--- src/rtl/ram16x8_arbiter.sv ---
// ram16x8_arbiter: shares one ram16x8 between an instruction-fetch port and a data port.
// Ports:
//   clk, rst_n                          clock, asynchronous active-low reset
//   p0_req/p0_addr -> p0_rdata/p0_done  read-only fetch port (address normally pc)
//   p1_req/p1_we/p1_addr/p1_wdata
//     -> p1_rdata/p1_done               read/write data port (write returns old contents)
//   ram_we/ram_addr/ram_wdata, ram_rdata registered RAM control, RAM read data
//   busy                                high whenever an access is in flight
// Build option: define RAM_ARB_FIXED_PRIO_EN for fixed priority (port 0 wins ties);
// otherwise ties are resolved round-robin.
module ram16x8_arbiter #(
  parameter int ADDR_W = 4,
  parameter int DATA_W = 8
) (
  input  logic              clk,
  input  logic              rst_n,
  input  logic              p0_req,
  input  logic [ADDR_W-1:0] p0_addr,
  output logic [DATA_W-1:0] p0_rdata,
  output logic              p0_done,
  input  logic              p1_req,
  input  logic              p1_we,
  input  logic [ADDR_W-1:0] p1_addr,
  input  logic [DATA_W-1:0] p1_wdata,
  output logic [DATA_W-1:0] p1_rdata,
  output logic              p1_done,
  output logic              ram_we,
  output logic [ADDR_W-1:0] ram_addr,
  output logic [DATA_W-1:0] ram_wdata,
  input  logic [DATA_W-1:0] ram_rdata,
  output logic              busy
);
  typedef enum logic [1:0] {IDLE, ISSUE, CAPTURE, RESP} state_t;
  state_t state;
  logic gnt;
  logic win;
`ifdef RAM_ARB_FIXED_PRIO_EN
  assign win = ~p0_req;
`else
  logic last;
  // on a tie the port not served last wins; a lone request always wins
  assign win = (p0_req && p1_req) ? ~last : p1_req;
`endif
  always_ff @(posedge clk or negedge rst_n) begin
    if (!rst_n) begin
      state     <= IDLE;
      gnt       <= 1'b0;
      busy      <= 1'b0;
      p0_rdata  <= '0;
      p1_rdata  <= '0;
      p0_done   <= 1'b0;
      p1_done   <= 1'b0;
      ram_we    <= 1'b0;
      ram_addr  <= '0;
      ram_wdata <= '0;
`ifndef RAM_ARB_FIXED_PRIO_EN
      last      <= 1'b1;
`endif
    end else begin
      case (state)
        IDLE: if (p0_req || p1_req) begin
          state     <= ISSUE;
          busy      <= 1'b1;
          gnt       <= win;
          ram_addr  <= win ? p1_addr : p0_addr;
          ram_we    <= win & p1_we;
          ram_wdata <= win ? p1_wdata : '0;
`ifndef RAM_ARB_FIXED_PRIO_EN
          last      <= win;
`endif
        end
        ISSUE: begin
          // RAM samples the strobe on this edge, so it is exactly one cycle wide
          state  <= CAPTURE;
          ram_we <= 1'b0;
        end
        CAPTURE: begin
          state <= RESP;
          if (gnt) begin
            p1_rdata <= ram_rdata;
            p1_done  <= 1'b1;
          end else begin
            p0_rdata <= ram_rdata;
            p0_done  <= 1'b1;
          end
        end
        default: begin
          state   <= IDLE;
          busy    <= 1'b0;
          p0_done <= 1'b0;
          p1_done <= 1'b0;
        end
      endcase
    end
  end
endmodule

--- config.mk ---
export PLATFORM = sky130hd
export DESIGN_NAME = ram16x8_arbiter
export DESIGN_NICKNAME = d
export VERILOG_FILES = /design/src/rtl/ram16x8_arbiter.sv
export SDC_FILE = /design/constraint.sdc
export NUM_CORES = 1
export LEC_CHECK = 0
export ABC_AREA = 1
export BUFFER_PORTS_ARGS = -buffer_cell sky130_fd_sc_hd__buf_2
export CORE_ASPECT_RATIO = 0.7
export CORE_MARGIN = 2
export CORE_UTILIZATION = 50
export CTS_BUF_LIST = sky130_fd_sc_hd__clkbuf_4 sky130_fd_sc_hd__clkbuf_8
export DETAILED_ROUTE_END_ITERATION = 12
export PLACE_DENSITY = 0.89
export SYNTH_ARGS = -nofsm -noshare
export SYNTH_HDL_FRONTEND = slang
export SYNTH_SLANG_ARGS = --single-unit
--- constraint.sdc ---
create_clock -name clk -period 1.99 [get_ports clk]
set_clock_uncertainty 0.2 [all_clocks]
set_input_delay 0.199 -clock clk [delete_from_list [all_inputs] [get_ports clk]]
set_output_delay 0.199 -clock clk [all_outputs]
set_load 0.01 [all_outputs]
==> results.md <==
- The run finished with clean final reports.
- Summed over all instances, the cell type with the most area after synthesis is dfrtp_1.
- After synthesis, the largest area contributor takes up approximately 55% of total cell area.
- Together, buffers and inverters on the worst path number 1.
- The initial cell density of the core is a little over 50%.
- The H-tree was split into 2 levels.
- The height of the chip is about 50 um.
- The worst hold path was traced through 5 stages.
- The number of optimization iterations in the first detailed-route pass is 4.
- The clock-pin slew on the worst setup and hold paths is ~0.07 ns.
- The CTS buffer count is 5.
- The final design utilization is a little over 70%.
- The sort of element at the start of the critical path is a flop.
- The peak per-stage delay on the critical path is between 0.3 and 0.4 ns.
- The leakage component of the power is roughly 1.3 nW.
- The endpoint of the worst-slack reg-to-reg timing path is p1_done.
- The worst-case IR drop observed on VDD is ~0.00076 V.
- The ratio of total power to cell area is approximately 1500 nW/um^2.
- The area growth from synthesis to layout is 39.45%.
- Counting every sink on the clock net gives 36.
- The register-to-register setup slack is 0.35 ns.
- The dominant cell type by count on the critical path is nand2_1.
- The top fanout value on the critical path is 17.
- The via count of the first global-routing pass came to about 1300.
- When the netlist entered floorplanning its net count stood at approximately 210.
- The transition time at the pin with the least slew margin is 0.7541 ns.
- The detailed router's first-iteration violation count is 76.
- The number of hold violations in the final report was 0.
- In the final layout, the share of cells above drive strength 1 is ~29%.
- The row count is 17.
- The final worst slack is roughly 0.35 ns.
- The end point of the worst hold path is ram_addr[3].
- The setup total negative slack is 0 ns.
- The worst flop-to-flop path startpoint is state[0].
- The category of the most critical setup path is flop to flop.
- The horizontal die dimension is ~70 um.
- The first-pass GRT wire length is around 5.4 mm.
- The minimum clock period is about 1.6 ns.
- The ratio of routed vias to standard cells is about 4.5.
- The count of unique library cells instantiated by Yosys is 18.
- The total of buffers placed on input and output ports is 60.
- Once detailed placement completed, the half-perimeter wirelength came to roughly 2.2 mm.
- Once detail routing completed, the nets flagged for antenna violations numbered 0.
- Entering global routing, the biggest net connects 37 pins.
- On the critical path, the stage with the largest delay is an instance of dfrtp_1.
- By area the synthesized netlist is led by dfrtp_1, nand2_1, o21ai_0.
- The period utilization is between 80% and 90%.
- The final layout contains 295 nets.
- The path category of the worst min-delay check is primary input to flop.
- The critical path goes through inv_1 -> ha_1 -> nand2_1 -> nand2_1 -> nand2_1 -> o21ai_0.
- The count of final max-slew check failures came to 0.
- The area of the core is just over 3000 sq um.
- The mapped netlist covers between 1500 and 2000 sq um.
- In the final routed layout, each cell accounts on average for approximately 11 um.
- At the end of routability-driven placement, the weighted congestion stood at around 0.75.
- Derived from the worst setup path, the maximum achievable clock frequency is about 600 MHz.
- Setup violations remaining at the end of the flow were counted as 0.
- In the layout the commonest cells are nand2_1, buf_2, dfrtp_1.
- The area of the die is roughly 3600 sq um.
- The register area share after synthesis is 57.00%.
- The number of placed I/O pins is 61.
- Global routing consumed, over all layers together, approximately 20% of the routing resources.
- In the routed design, unresolved DRC markers number 0.
- The total wire length after detailed routing is ~3.3 mm.
- The pre-CTS setup slack is roughly 0.36 ns.
- The remaining global-route overflow is 0.
- The normalized max-slew margin is 49.72%.
- The kind of end point of the critical path is a flop.
- For the worst flop-to-flop path, the logic depth is 6.
- The startpoint identified for the worst hold timing path is p0_addr[3].
- 0 antenna diodes ended up in the layout.
- The synthesized instance count is between 150 and 200.
- The CTS tree is built.
- The number of antenna violations at the first check in global routing came to 0.
- For this run, the number of Yosys warnings is 0.
- For the worst setup path, the data arrival time is ~1.6 ns.
- The root buffer cell chosen for the clock tree is clkbuf_8.
- The family with the most delay on the worst path is simple AND/OR/NAND/NOR gates.
- For the worst setup path, the data required time is slightly below 2 ns.
- The clock latency of the later-clocked register in the worst-skew pair is 0.28 ns.
- The number of buffers between clock root and the deepest sink is 2.
- Max-cap violations in this run came to 0.
- Setup repair after global routing left no endpoint under its margin.
- Counting flops and latches in the post-synthesis netlist gives 36.
- After synthesis, the mean cell area works out to ~9 sq um.
- The most common cell after layout, fill and taps aside is nand2_1.
- The detailed router placed ~1400 vias in this run.
## synthesized netlist by cell type
cell type / n
o21ai_0: 20
ha_1: 5
nor2_1: 4
buf_6: 1
nand2_4: 1
inv_2: 2
inv_1: 22
nand2_1: 73
dfstp_2: 1
o21ai_4: 1
nand3_1: 9
dfrtp_1: 35
buf_2: 1
nor2_4: 1
nor2_8: 1
nor2_2: 1
clkbuf_1: 1
o21ai_2: 1
## worst max path at each step
stage,from,end,slack (ns),cells after the start
final,state[0],p1_done,0.35,6
after global routing,state[0],p0_done,0.19,6
after global placement,state[0],p0_done,0.44,6
after CTS,state[0],p1_done,0.34,6
after floorplan,state[0],p1_rdata[0],0.54,5
after detailed placement,state[0],p1_done,0.36,6
## registers in the layout (all words and copies together) (netlist names)
signal / count
last: 1
ram_we: 1
p1_done: 1
state: 2
p0_rdata: 8
gnt: 1
p0_done: 1
ram_addr: 4
busy: 1
ram_wdata: 8
p1_rdata: 8
## cell type report
cell class | count | area [sq um]
Fill cell | 221 | 877.1
Clock buffer | 7 | 96.34
Multi-Input combinational cell | 117 | 570.5
Timing Repair Buffer | 77 | 470.5
Tap cell | 38 | 47.55
Sequential cell | 36 | 902.1
Clock inverter | 1 | 30.03
Inverter | 24 | 90.09
## kinds of logic (layout without fill, tap and decap cells)
family	count (synthesis)	count (layout)	synth area share [%]
AOI/OAI and AO/OA	22	22	7.906
adders and majority gates	5	5	3.953
buffers and inverters	27	109	6.956
DFF	36	36	57.00
and+or+nand+nor	90	90	24.19
## metrics by stage
| stage | total power, mW | hold slack [ns] | instance area [sq um] | instances |
|---|---|---|---|---|
| final | 3.367 | 0.01313 | 2207 | 300 |
| after global routing | 3.678 | 0.01503 | 2207 | 300 |
| after floorplan | 2.186 | -0.2966 | 1583 | 180 |
| after CTS | 3.398 | 0.005806 | 2207 | 300 |
| after detailed placement | 2.675 | 0.1146 | 1911 | 275 |
| after global placement | 2.634 | 0.1053 | 1911 | 275 |
## worst min-delay path: stages
cell     delay (ns)
buf_2          0.07
inv_1          0.03
nand2_1        0.05
nand3_1        0.06
nand2_1        0.05
## timing repair
| item | CTS | global route |
|---|---|---|
| hold endpoints to repair | 58 | 0 |
| hold buffers | 17 | 0 |
| setup buffers | 0 | 0 |
| gates resized for setup | 0 | 0 |
## where the power goes
part / total (mW) / switching, mW / internal, mW
Clock: 0.680 / 0.239 / 0.442
Sequential: 1.29 / 0.188 / 1.10
Combinational: 1.40 / 0.844 / 0.552
## layer usage
metal	GRT usage (%)	part of all wire [%]	up-vias
li1	-	-	714
met1	25.58	48	603
met2	29.78	45	43
met3	5.128	5.6	4
met4	12.26	1.5	0
met5	0	0	-
No activity file was read; power rests on OpenSTA's default activity.
